[src/rtl/alu_pipe_cc_pkg.sv]
// Shared constants for the pipelined ALU: op codes, flag bit positions
// and the condition-code value loaded at reset.
package alu_pipe_cc_pkg;

    localparam logic [1:0] ALU_ADD = 2'b00;
    localparam logic [1:0] ALU_SUB = 2'b01;
    localparam logic [1:0] ALU_AND = 2'b10;
    localparam logic [1:0] ALU_XOR = 2'b11;

    // Bit positions inside a {OF,SF,ZF} flag vector
    localparam int CC_ZF = 0;
    localparam int CC_SF = 1;
    localparam int CC_OF = 2;

    // Architectural CC after reset: ZF=1, SF=0, OF=0
    localparam logic [2:0] CC_RESET = 3'b001;

endpackage

[src/rtl/alu_pipe_cc_core.sv]
// Combinational ALU used at pipeline entry. Produces a (WIDTH+1)-bit
// result whose top bit is the carry-out of the ADD/SUB chain, plus the
// {OF,SF,ZF} flags of that result.
module alu_core
    import alu_pipe_cc_pkg::*;
#(
    parameter int WIDTH = 64
) (
    input  logic [1:0]              op,
    input  logic signed [WIDTH-1:0] a,
    input  logic signed [WIDTH-1:0] b,
    output logic [WIDTH:0]          result,
    output logic [2:0]              flags
);

    logic [WIDTH-1:0] b_eff;
    logic             cin;
    logic [WIDTH:0]   sum;

    // SUB reuses the adder as A + ~B + 1, so bit WIDTH is 1 when no borrow
    always_comb begin
        b_eff = (op == ALU_SUB) ? ~b : b;
        cin   = (op == ALU_SUB);
        sum   = {1'b0, a} + {1'b0, b_eff} + {{WIDTH{1'b0}}, cin};

        result = '0;
        case (op)
            ALU_ADD: result = sum;
            ALU_SUB: result = sum;
            ALU_AND: result = {1'b0, a & b};
            ALU_XOR: result = {1'b0, a ^ b};
            default: result = '0;
        endcase

        flags        = '0;
        flags[CC_ZF] = (result[WIDTH-1:0] == '0);
        flags[CC_SF] = result[WIDTH-1];
        if (op == ALU_ADD)
            flags[CC_OF] = (a[WIDTH-1] == b[WIDTH-1]) && (result[WIDTH-1] != a[WIDTH-1]);
        else if (op == ALU_SUB)
            flags[CC_OF] = (a[WIDTH-1] != b[WIDTH-1]) && (result[WIDTH-1] != a[WIDTH-1]);
    end

endmodule

[src/rtl/alu_pipe_cc.sv]
// Pipelined ALU with condition-code register. The value is computed at
// entry; the remaining DEPTH-1 stages only delay it. All stages advance
// together whenever the output slot is empty or being retired.
module alu_pipe_cc
    import alu_pipe_cc_pkg::*;
#(
    parameter int WIDTH = 64,
    parameter int DEPTH = 2
) (
    input  logic                    clk,
    input  logic                    rst_n,
    input  logic                    in_valid,
    output logic                    in_ready,
    input  logic [1:0]              in_op,
    input  logic signed [WIDTH-1:0] in_a,
    input  logic signed [WIDTH-1:0] in_b,
    input  logic                    in_set_cc,
    output logic                    out_valid,
    input  logic                    out_ready,
    output logic [WIDTH:0]          out_result,
    output logic [2:0]              out_flags,
    output logic [2:0]              cc
);

    logic           adv;
    logic [WIDTH:0] core_res;
    logic [2:0]     core_flg;

    logic           vld_p [DEPTH];
    logic [WIDTH:0] res_p [DEPTH];
    logic [2:0]     flg_p [DEPTH];
    logic           scc_p [DEPTH];

    alu_core #(.WIDTH(WIDTH)) u_core (
        .op     (in_op),
        .a      (in_a),
        .b      (in_b),
        .result (core_res),
        .flags  (core_flg)
    );

    assign out_valid = vld_p[DEPTH-1];
    assign adv       = !out_valid || out_ready;
    assign in_ready  = adv && rst_n;

    // Data stages are not reset, so the presented value is masked by valid
    assign out_result = out_valid ? res_p[DEPTH-1] : '0;
    assign out_flags  = out_valid ? flg_p[DEPTH-1] : '0;

    for (genvar i = 0; i < DEPTH; i++) begin : g_stage
        if (i == 0) begin : g_entry
            // Entry stage valid: takes a new operation (or a bubble) on advance
            always_ff @(posedge clk) begin
                if (!rst_n)
                    vld_p[0] <= 1'b0;
                else if (adv)
                    vld_p[0] <= in_valid;
            end

            // Entry stage data: captures the combinational ALU output
            always_ff @(posedge clk) begin
                if (adv) begin
                    res_p[0] <= core_res;
                    flg_p[0] <= core_flg;
                    scc_p[0] <= in_set_cc;
                end
            end
        end else begin : g_delay
            // Delay stage valid: shifts from the previous stage on advance
            always_ff @(posedge clk) begin
                if (!rst_n)
                    vld_p[i] <= 1'b0;
                else if (adv)
                    vld_p[i] <= vld_p[i-1];
            end

            // Delay stage data: shifts from the previous stage on advance
            always_ff @(posedge clk) begin
                if (adv) begin
                    res_p[i] <= res_p[i-1];
                    flg_p[i] <= flg_p[i-1];
                    scc_p[i] <= scc_p[i-1];
                end
            end
        end
    end

    // Condition codes change only when a set_cc result actually retires
    always_ff @(posedge clk) begin
        if (!rst_n)
            cc <= CC_RESET;
        else if (out_valid && out_ready && scc_p[DEPTH-1])
            cc <= out_flags;
    end

endmodule

[config.mk]
export PLATFORM = sky130hd
export DESIGN_NAME = alu_pipe_cc
export DESIGN_NICKNAME = d
export VERILOG_FILES = /design/src/rtl/alu_pipe_cc_pkg.sv /design/src/rtl/alu_pipe_cc_core.sv /design/src/rtl/alu_pipe_cc.sv
export SDC_FILE = /design/constraint.sdc
export NUM_CORES = 1
export LEC_CHECK = 0
export CORE_MARGIN = 1.5
export CORE_UTILIZATION = 45
export CTS_CLUSTER_DIAMETER = 50
export DETAILED_ROUTE_END_ITERATION = 6
export PLACE_DENSITY = 0.69
export SLEW_MARGIN = 20
export SYNTH_ARGS = -nofsm -noshare
export SYNTH_HDL_FRONTEND = slang
export SYNTH_HIERARCHICAL = 1
export SYNTH_SLANG_ARGS = --single-unit
[constraint.sdc]
create_clock -name clk -period 10.45 [get_ports clk]
set_input_delay 1.045 -clock clk [delete_from_list [all_inputs] [get_ports clk]]
set_output_delay 1.045 -clock clk [all_outputs]
set_load 0.01 [all_outputs]
**Word-level counts from Yosys, hierarchy flattened**

Memories as Yosys holds them, arrays and structs flattened.
Cells that the tools add are included.

- $add $sub $neg: 2
- Equal/unequal tests: 6
- Mux-type cells: 13
- Bitwise logic cells: 5
- Reductions and logical operators: 10

Operators by type and width:

| kind | number |
|---|---|
| $pmux W65 S3 | 1 |
| $add A64 B64 Y65 | 1 |
| $add A65 B1 Y65 | 1 |
| $mux W65 | 1 |
| $and A64 B64 Y64 | 1 |
| $logic_not A64 Y1 | 1 |
| $mux W64 | 1 |
| $not A64 Y64 | 1 |
| $xor A64 B64 Y64 | 1 |
| $mux W1 | 9 |
| $logic_and A1 B1 Y1 | 5 |
| $eq A2 B2 Y1 const B | 2 |
| $mux W3 | 1 |
| $eq A2 B1 Y1 const B | 1 |
| $logic_not A2 Y1 | 1 |
| $ne A1 B1 Y1 | 2 |
| $or A1 B1 Y1 | 2 |
| $reduce_or A2 Y1 | 1 |
| $eq A1 B1 Y1 | 1 |
| $logic_not A1 Y1 | 1 |
| $logic_or A1 B1 Y1 | 1 |

- Bits in registers: 3
- Bits in writable memories: 140
- Output and inout port bits: 73
- Memories: 4

Memory list:

| name | depth | width | rd ports | clocked after Yosys merged registers in | wr ports | line | RTL |
|---|---|---|---|---|---|---|---|
| res_p | 2 | 65 | 2 | 0 | 2 | alu_pipe_cc.sv:30 | `logic [WIDTH:0] res_p [DEPTH];` |
| flg_p | 2 | 3 | 2 | 0 | 2 | alu_pipe_cc.sv:31 | `logic [2:0] flg_p [DEPTH];` |
| scc_p | 2 | 1 | 2 | 0 | 2 | alu_pipe_cc.sv:32 | `logic scc_p [DEPTH];` |
| vld_p | 2 | 1 | 2 | 0 | 2 | alu_pipe_cc.sv:29 | `logic vld_p [DEPTH];` |

**Logic depth before layout (Yosys ltp)**

Gate-level depths: netlist of run 1.

- Depth in word-level cells: 9
- Mapped depth: 22
- Mapped depth without buffers: 17

**Cells and area by module**

Netlist of run 1, hierarchy kept.

By module, submodules not included:

| module | times used | cells an instance | area an instance (um^2) | seq. area each (um^2) |
|---|---|---|---|---|
| alu_core | 1 | 1076 | 7546.0 | 0.0 |
| alu_pipe_cc | 1 | 235 | 4820.9 | 4254.1 |

**Least setup slack after synthesis of run 1**

No wires, ideal clock.

- Path kind: input to register
- Start point: input in_op[0]
- End point: memory flg_p[0][0] (data pin)
- Library setup time: 0.134 ns
- Arrival time: 6.209 ns
- Data required time: 10.316 ns
- Slack: 4.107 ns
- Stages on the path: 22
- Path buffers: 7
- Cells stage by stage: buf_2 > buf_2 > buf_1 > buf_1 > buf_1 > nand2_1 > clkbuf_1 > xnor2_1 > ha_1 > buf_6 > a21oi_2 > nand2_1 > or3_1 > a31o_2 > a31oi_1 > mux2i_1 > a21oi_1 > or4_1 > nor4_1 > nand4b_1 > nor4_1 > and4bb_1

RTL lines:

| what | line | RTL |
|---|---|---|
| start: declaration | alu_pipe_cc.sv:14 | `input logic [1:0] in_op,` |
| end: declaration | alu_pipe_cc.sv:31 |  |

==> results.ini, run 1 <==
[outcome]
status=finished clean

[critical_path]
critPathLaunchType=primary input
crit_required_ns=10.73
worstSetupEndpointType=flip-flop
crit_slowest_cell=buf_4
path_class=primary input to flip-flop
cp_max_fo=54
cpPeakStageDelay_ns=0.63
cp.arrival_ns=6.65
crit_path_cell_trace=buf_4 > inv_1 > nand2_4 > buf_4 > xnor2_1 > ha_1 > nand2_1 > o21a_1 > o221ai_1 > a211o_1 > a22oi_1 > o21ai_0 > xnor2_1 > o21ai_0 > nor3_1 > nand4b_1 > nor4_1 > and4bb_1

[clocking]
clkTransAtPathRegs_ns=0.06
postCtsHoldBufs=0
clock_latency_ns=0.41
cts_tree=built
cts_made_buffers=17
clock_sinks=143
cts_setup_buffers=0
cts_max_path_buffers=2
cts_root_buffer=clkbuf_16
cts.repair.resized=0
h-tree-depth=4

[detailed_routing]
wl_um=39300
first_iter_violations=1054
via_per_inst=5.99
drtPass1Iterations=6
vias=10985
routedWlPerCell_um=21.4
ant_nets=0
drc=0

[power_and_ir_drop]
powerDensity_nw_per_um2=143
ir_drop_uv=85.8
total_power_mw=2.18
p_leak_nw=5.83

[sta]
relSlewSlack_pct=30.2
setup_viol=0
setup_tns_ns=0
fin_worst_skew_ns=0.00967
fmaxAchievable_mhz=157
drv_slew=0
hold_viol=0
worst_pin_slew_ns=1.04
finalCritPeriodShare_pct=60.9
rsz0062_at_grt=false
period_minus_slack_ns=6.37

[die]
die_area_um2=28500
fp.dieH_um=169
ioPinCount=208
core_um2=27000
die_w_um=169
rows=60
initial_core_util_pct=45.9

[synthesis]
synth_edf_count=139
ys_ff_latch=143
synth_area_leaders=edfxtp_1 34%, ha_1 13%, xnor2_1 6.3%, a21oi_1 4.0%, and2_1 3.6%
synthTopCellsByCount=139 x edfxtp_1, 129 x ha_1, 109 x nand2_1
synth_ff_type=edfxtp_1
synth_cells=1311
synth.largest_area_cell=edfxtp_1
yosys_warnings=6
synth_fp_nets=1576
avgSynthCellArea_um2=9.43
synth.most_common_cell=edfxtp_1
synth_cell_type_count=85
syn_area_um2=12400
netlist.area_leader.share_pct=33.8
yosysSeqAreaShare_pct=34.4
ys_async_sr_fraction_pct=0

[flow_run]
maxCapViolCount=0

[cells_and_area]
num_antenna_cells=0
fin_nets=1745
drive_gt1_share_pct=6.17
area_growth_pct=22.8

[global_routing]
grt_util_all_layers_pct=27.3
first_global_vias=10278
grt_overflow_total=0
grt_pass1_wl_um=59400
antenna_found_initial=1
grt_max_degree=88

[worst_hold_path]
hold_class=flip-flop to flip-flop

[placed_design]
gp_congestion=0.930
hpwl_um=31800
portBuffers=207

-- worst max-delay path: cells and delay by family --
family | cells | cell delay, ns
compound gates | 6 | 1.75
simple gates | 6 | 1.63
buf+inv | 3 | 1.24
fa+ha+maj | 1 | 0.56
xor+xnor | 2 | 0.33
-- report_power, final --
part | internal (mW) | switching (mW)
logic | 0.314 | 0.484
clock network | 0.352 | 0.227
registers | 0.773 | 0.0283
total | 1.44 | 0.740
-- final timing paths --
path | startpoint | endpoint | slack (ns) | cells past startpoint
min | res_p[0][1]$_DFFE_PN_ | res_p[0][66]$_DFFE_PN_ | 0.41 | 0
max | in_op[1] | flg_p[0][0]$_DFFE_PN_ | 4.08 | 18
max reg2reg | vld_p[1]$_DFF_P_ | res_p[0][1]$_DFFE_PN_ | 7.78 | 4
min reg2reg | res_p[0][1]$_DFFE_PN_ | res_p[0][66]$_DFFE_PN_ | 0.41 | 0
-- cell families after synthesis --
logic type      synth area share (%)
simple gates                    18.4
fa+ha+maj                       13.2
mux                             4.36
flops                           34.4
buf+inv                         3.07
xor+xnor                        7.86
compound gates                  18.7
-- registers in the layout, indices dropped and copies added, names as in the netlist --
name   count
cc         3
flg_p      6
res_p    130
scc_p      2
vld_p      2
-- per-layer routing --
metal	up-vias	part of all wire, %	track usage [%]
met3	46	6.1	2.74
met2	477	41	38.7
met4	0	2.2	8.23
li1	5258	-	-
met5	-	0	0
met1	5204	51	43.2
-- through the flow --
stage          cell area, µm²  worst slack (ns)  hold WS [ns]  cells  util (%)
6_report                15200              4.08         0.413   1833      56.3
5_1_grt                 15200              3.66         0.416   1833      56.3
4_1_cts                 15200              4.18         0.415   1833      56.3
3_5_place_dp            14600              3.77         0.405   1802      54.2
3_3_place_gp            14600              3.73         0.401   1802      54.2
2_1_floorplan           12400              4.11         0.400   1311         -
-- layout by cell type, fill, tap and decap left out, types with 4 or more instances in the layout --
| cell type | Yosys | routed |
|---|---|---|
| a2111o_1 | 4 | 4 |
| a211oi_1 | 12 | 12 |
| a21boi_0 | 7 | 7 |
| a21o_1 | 25 | 25 |
| a21oi_1 | 100 | 100 |
| a21oi_2 | 8 | 8 |
| a22oi_1 | 4 | 4 |
| a31oi_1 | 14 | 14 |
| and2_1 | 72 | 72 |
| and3_1 | 11 | 11 |
| buf_4 | 5 | 8 |
| clkbuf_16 | 0 | 17 |
| clkdlybuf4s50_1 | 0 | 205 |
| clkinvlp_4 | 0 | 5 |
| dfxtp_1 | 4 | 4 |
| edfxtp_1 | 139 | 139 |
| ha_1 | 129 | 129 |
| inv_1 | 19 | 19 |
| mux2_2 | 23 | 23 |
| mux2i_1 | 28 | 28 |
| nand2_1 | 109 | 108 |
| nand2b_1 | 27 | 27 |
| nand3_1 | 20 | 20 |
| nand4_1 | 21 | 21 |
| nand4b_1 | 4 | 4 |
| nor2_1 | 77 | 77 |
| nor2b_1 | 9 | 9 |
| nor3_1 | 33 | 33 |
| nor3b_1 | 5 | 5 |
| nor4_1 | 13 | 13 |
| o211ai_1 | 24 | 24 |
| o21a_1 | 10 | 10 |
| o21ai_0 | 82 | 82 |
| o21ai_1 | 14 | 14 |
| o21bai_1 | 9 | 9 |
| o22ai_1 | 6 | 6 |
| o31ai_1 | 7 | 7 |
| or4_1 | 4 | 4 |
| xnor2_1 | 89 | 89 |
| xor2_1 | 22 | 22 |
-- area by class of cell --
type | count | area [µm²]
Fill cell | 2429 | 11800
Multi-Input combinational cell | 1085 | 7740
Sequential cell | 143 | 4250
Timing Repair Buffer | 213 | 2110
Clock buffer | 19 | 433
Tap cell | 341 | 427
Clock inverter | 12 | 138
Inverter | 20 | 77.6
Note: power is estimated with default switching activity, not from simulation.
==> inputs of run 2 (changes only) <==
PLACE_DENSITY = 0.72   (was 0.69)
clock period = 5.5 ns   (was 10.45 ns; I/O delays follow)
==> run 2 against run 1 <==
Sequential share of layout area shrank 0.20 points. Global-route usage shrank 0.58 points. Highest routed layer unchanged. Flip-flop and latch count is the same. Cell area grew 0.73%.
==> results.ini, run 2 (synthesis gave the netlist of run 1 again) <==
[critical_path]
cp.arrival_ns=5.24  ; -1.41 ns
crit_path_start=in_b[0]
crit_path_cell_trace=clkdlybuf4s50_1 > nor2_1 > a21oi_1 > fa_1 > nand2b_2 > a2111oi_0 > a211oi_1 > o211ai_2 > a21oi_1 > o41a_1 > xor2_1 > o21ai_0 > or4_1 > nor3_1 > nand4b_1 > and4bb_1
worstSetupEndpointType=flip-flop
critical_path_buf_inv_count=1  ; -2
crit_slowest_cell=or4_1
cpPeakStageDelay_ns=0.62  ; about the same
cp_max_fo=8  ; -85%
crit_required_ns=5.77  ; -4.96 ns
critPathLaunchType=primary input
r2r_start=vld_p[1]$_DFF_P_
path_class=primary input to flip-flop
cp_top_family=compound AO/OA/AOI/OAI gates
r2r_slack_ns=2.83  ; -4.95 ns
cp_common_cell=a21oi_1

[clocking]
cts_root_buffer=clkbuf_16
cts.repair.resized=0  ; unchanged
cts_max_path_buffers=2  ; unchanged
cts_made_buffers=17  ; unchanged
clkTransAtPathRegs_ns=0.07  ; about the same
cts_setup_buffers=0  ; unchanged
clock_latency_ns=0.41  ; about the same
clock_sinks=143  ; unchanged
postCtsHoldBufs=0  ; unchanged
cts_tree=built
h-tree-depth=4  ; unchanged

[cells_and_area]
multi_input_area_um2=7740  ; unchanged
drive_gt1_share_pct=7.17  ; +1.0 points
num_antenna_cells=0  ; unchanged
ff_latch_area_um2=4250  ; unchanged
largest_register_ffs=130  ; unchanged
area_growth_pct=23.7
fin_nets=1759  ; +0.80%
layout_commonest_cell=clkdlybuf4s50_1
fillCellCount=2446  ; +0.70%
final_cell_mix=205 x clkdlybuf4s50_1, 139 x edfxtp_1, 129 x ha_1, 108 x nand2_1, 100 x a21oi_1
regMostFlops=res_p
reg_top3=res_p x130, flg_p x6, cc x3

[sta]
rsz0062_at_grt=false
fin_worst_skew_ns=0.00678  ; -0.00289 ns
setup_viol=0  ; unchanged
hold_viol=0  ; unchanged
worst_pin_slew_ns=1.05  ; +0.0104 ns
fmaxAchievable_mhz=201
drv_slew=0  ; unchanged
finalCritPeriodShare_pct=90.3
relSlewSlack_pct=30.1  ; -0.11 points
setup_tns_ns=0  ; unchanged
period_minus_slack_ns=4.97

[global_routing]
first_global_vias=10219  ; -0.57%
grt_max_degree=95  ; +8.0%
grt_util_all_layers_pct=26.7  ; -0.58 points
grt_overflow_total=0  ; unchanged
antenna_found_initial=0  ; -1
grt_pass1_wl_um=58400  ; -1.7%

[die]
die_area_um2=28500  ; unchanged
rows=60  ; unchanged
core_um2=27000  ; unchanged
initial_core_util_pct=45.9  ; unchanged
fp.dieH_um=169  ; unchanged
ioPinCount=208  ; unchanged
die_w_um=169  ; unchanged

[placed_design]
portBuffers=207  ; unchanged
hpwl_um=31300  ; -1.7%
gp_congestion=0.951  ; +2.3%

[worst_hold_path]
min_from=res_p[0][49]$_DFFE_PN_
hold_class=flip-flop to flip-flop

[detailed_routing]
first_iter_violations=863  ; -18%
ant_nets=0  ; unchanged
wl_um=38400  ; -2.1%
drtPass1Iterations=5  ; -1
via_per_inst=5.84  ; -2.5%
routedWlPerCell_um=20.8  ; -2.9%
drc=0  ; unchanged
vias=10794  ; -1.7%

[power_and_ir_drop]
internal-power_mw=2.68  ; +86%
p_sw_share_pct=34.7  ; +0.72 points
p_leak_nw=5.90  ; +1.3%
powerDensity_nw_per_um2=268  ; +87%
switching_power_mw=1.42  ; +92%
ir_drop_uv=225  ; +160%
p_comb_share_pct=37.2  ; +0.6 points
clockPowerShare_pct=25.5  ; -1.1 points
total_power_mw=4.10  ; +88%
seq_power_share_pct=37.3  ; +0.5 points

[outcome]
status=finished clean

[flow_run]
maxCapViolCount=0  ; unchanged

==> run 2: changes by cell type in the layout (fill, tap and decap cells not counted), sizes merged <==
cell | previous run | this run
clkinvlp | 5 | 4
clkbuf | 19 | 18
buf | 8 | 22
bufinv | 2 | 0
clkinv | 2 | 3
inv | 23 | 27
==> run 2: power groups by stage <==
stage	registers (mW)	clock network, mW	logic (mW)
4_1_cts	1.53	1.07	1.50
3_3_place_gp	1.54	0	1.49
2_1_floorplan	1.52	0	0.948
6_report	1.53	1.05	1.52
5_1_grt	1.55	1.11	1.65
3_5_place_dp	1.55	0	1.49
==> run 2: final cells by class <==
class	instances	area share, %
timing repair buffer	227	14.7
clock buffer	18	2.81
multi-input combinational	1085	50.6
inverter	20	0.507
clock inverter	14	0.802
sequential	143	27.8
tap	341	2.79
==> run 2: final timing paths <==
path	endpoint	cells past startpoint
worst max-delay path	flg_p[0][0]$_DFFE_PN_	16
worst min-delay path	res_p[0][114]$_DFFE_PN_	0
worst max register to register	res_p[0][2]$_DFFE_PN_	4
worst min register to register	res_p[0][114]$_DFFE_PN_	0
==> run 2: per-layer routing <==
metal	global-route usage [%]	up-vias	part of all wire [%]
met4	6.79	0	1.8
met5	0	-	0
li1	-	5266	-
met2	39.2	386	42
met1	40.7	5104	49
met3	4.28	38	6.8
==> run 2: metrics by stage <==
stage	worst slack, ns	cells	utilization (%)	hold slack [ns]	instance area [µm²]
2_1_floorplan	0.0102	1311	-	0.400	12400
3_3_place_gp	0.336	1816	54.7	0.401	14700
3_5_place_dp	0.258	1816	54.7	0.405	14700
4_1_cts	0.569	1848	56.7	0.410	15300
5_1_grt	0.377	1848	56.7	0.414	15300
6_report	0.531	1848	56.7	0.410	15300
==> inputs of run 3 (changes only) <==
CTS_BUF_LIST = sky130_fd_sc_hd__clkbuf_16   (was not set)
==> run 3 against run 2 <==
Die area unchanged. Clock power about the same. Sequential power about the same. Core utilization unchanged. Worst setup slack unchanged. Clock-buffer cell count down 1. Largest cell class unchanged.
==> results.ini, run 3 (synthesis gave the netlist of run 1 again) <==
[clocking]
cts_made_buffers=17  ; unchanged
cts_setup_buffers=0  ; unchanged
cts_max_path_buffers=2  ; unchanged
clock_sinks=143  ; unchanged
cts.repair.resized=0  ; unchanged
h-tree-depth=4  ; unchanged
clkTransAtPathRegs_ns=0.07  ; about the same
cts_tree=built
clock_latency_ns=0.41  ; about the same
postCtsHoldBufs=0  ; unchanged
cts_root_buffer=clkbuf_16

[cells_and_area]
utilization_pct=56.7  ; unchanged
drive_gt1_share_pct=7.17  ; unchanged
design_area_um2=15300  ; unchanged
final_cell_mix=205 x clkdlybuf4s50_1, 139 x edfxtp_1, 129 x ha_1, 108 x nand2_1, 100 x a21oi_1
layout_commonest_cell=clkdlybuf4s50_1
largest_register_ffs=130  ; unchanged
ff_latch_area_um2=4250  ; unchanged
num_antenna_cells=0  ; unchanged
multi_input_area_um2=7740  ; unchanged
fillCellCount=2446  ; unchanged
fin_nets=1759  ; unchanged
area_growth_pct=23.7  ; unchanged
regMostFlops=res_p
reg_top3=res_p x130, flg_p x6, cc x3

[die]
die_w_um=169  ; unchanged
initial_core_util_pct=45.9  ; unchanged
fp.dieH_um=169  ; unchanged
die_area_um2=28500  ; unchanged
rows=60  ; unchanged
ioPinCount=208  ; unchanged
core_um2=27000  ; unchanged

[placed_design]
place_area_um2=14700  ; unchanged
hpwl_um=31300  ; unchanged
portBuffers=207  ; unchanged
gp_congestion=0.951  ; unchanged

[detailed_routing]
routedWlPerCell_um=20.8  ; about the same
ant_nets=0  ; unchanged
vias=10794  ; unchanged
first_iter_violations=863  ; unchanged
drtPass1Iterations=5  ; unchanged
drc=0  ; unchanged
via_per_inst=5.84  ; unchanged
wl_um=38400  ; about the same

[critical_path]
crit_slowest_cell=or4_1
cp_max_fo=8  ; unchanged
crit_path_cell_trace=clkdlybuf4s50_1 > nor2_1 > a21oi_1 > fa_1 > nand2b_2 > a2111oi_0 > a211oi_1 > o211ai_2 > a21oi_1 > o41a_1 > xor2_1 > o21ai_0 > or4_1 > nor3_1 > nand4b_1 > and4bb_1
r2r_start=vld_p[1]$_DFF_P_
cp.arrival_ns=5.24  ; about the same
cpPeakStageDelay_ns=0.62  ; about the same
cp_common_cell=a21oi_1
crit_required_ns=5.77  ; about the same
crit_path_start=in_b[0]
r2r_slack_ns=2.83  ; about the same
path_class=primary input to flip-flop
worstSetupEndpointType=flip-flop
crit_end=flg_p[0][0]$_DFFE_PN_
r2r_cells=4  ; unchanged
r2r-end=res_p[0][2]$_DFFE_PN_
critPathLaunchType=primary input

[sta]
hold_viol=0  ; unchanged
fin_worst_skew_ns=0.00700  ; +0.000216 ns
period_minus_slack_ns=4.97  ; unchanged
worst_pin_slew_ns=1.05  ; +0.0000237 ns
relSlewSlack_pct=30.1  ; about the same
finalCritPeriodShare_pct=90.3  ; unchanged
drv_slew=0  ; unchanged
rsz0062_at_grt=false
setup_viol=0  ; unchanged
fmaxAchievable_mhz=201  ; unchanged
setup_tns_ns=0  ; unchanged

[power_and_ir_drop]
p_leak_nw=5.91  ; about the same
internal-power_mw=2.68  ; about the same
p_sw_share_pct=34.7  ; about the same
total_power_mw=4.10  ; about the same
p_comb_share_pct=37.2  ; about the same
clockPowerShare_pct=25.5  ; about the same
ir_drop_uv=225  ; unchanged
switching_power_mw=1.42  ; about the same
seq_power_share_pct=37.3  ; about the same
powerDensity_nw_per_um2=268  ; about the same

[global_routing]
grt_pass1_wl_um=58400  ; unchanged
grt_max_degree=95  ; unchanged
first_global_vias=10219  ; unchanged
grt_overflow_total=0  ; unchanged
grt_util_all_layers_pct=26.7  ; unchanged
antenna_found_initial=0  ; unchanged

[flow_run]
maxCapViolCount=0  ; unchanged

[outcome]
status=finished clean

[worst_hold_path]
hold_class=flip-flop to flip-flop

[run 3: cell count changes in the layout (fill, tap and decap cells not counted), sizes merged]
cell / change
clkbuf: -1
inv: +1
[run 3: layout make-up]
type	count	area share, %
Inverter	20	0.507
Clock buffer	17	2.78
Sequential cell	143	27.8
Timing Repair Buffer	227	14.7
Multi-Input combinational cell	1085	50.6
Tap cell	341	2.79
Clock inverter	15	0.826
[run 3: per-stage QoR]
| step | worst slack [ns] | cells | hold WS (ns) |
|---|---|---|---|
| final | 0.531 | 1848 | 0.410 |
| after global routing | 0.377 | 1848 | 0.414 |
| after CTS | 0.569 | 1848 | 0.410 |
| after detailed placement | 0.258 | 1816 | 0.405 |
| after global placement | 0.336 | 1816 | 0.401 |
| after floorplan | 0.0102 | 1311 | 0.400 |
[run 3: power groups by stage]
stage	clock network (mW)	registers [mW]	logic [mW]
4_1_cts	1.06	1.53	1.50
3_5_place_dp	0	1.55	1.49
6_report	1.04	1.53	1.52
2_1_floorplan	0	1.52	0.948
3_3_place_gp	0	1.54	1.49
5_1_grt	1.11	1.55	1.65
[run 3: routing by layer]
layer	wire length (µm)	track usage, %	vias up
li1	-	-	5266
met1	18900	40.7	5104
met2	16200	39.2	386
met3	2620	4.28	38
met4	692	6.79	0
met5	0	0	-
[run 3: worst min path at each step]
| stage | depth (start not counted) | from | to | slack (ns) |
|---|---|---|---|---|
| CTS | 0 | res_p[0][49]$_DFFE_PN_ | res_p[0][114]$_DFFE_PN_ | 0.41 |
| global placement | 0 | res_p[0][5]$_DFFE_PN_ | res_p[0][70]$_DFFE_PN_ | 0.40 |
| global route | 0 | res_p[0][64]$_DFFE_PN_ | res_p[0][129]$_DFFE_PN_ | 0.41 |
| finish | 0 | res_p[0][49]$_DFFE_PN_ | res_p[0][114]$_DFFE_PN_ | 0.41 |
| detailed placement | 0 | res_p[0][49]$_DFFE_PN_ | res_p[0][114]$_DFFE_PN_ | 0.40 |
| floorplan | 0 | flg_p[0][0]$_DFFE_PN_ | flg_p[0][3]$_DFFE_PN_ | 0.40 |
[run 3: worst max-delay path, delay by kind of cell]
family,cells,cell delay (ns)
compound gates,7,1.91
xor+xnor,1,0.13
fa+ha+maj,1,0.39
buf+inv,1,0.55
simple gates,6,1.70
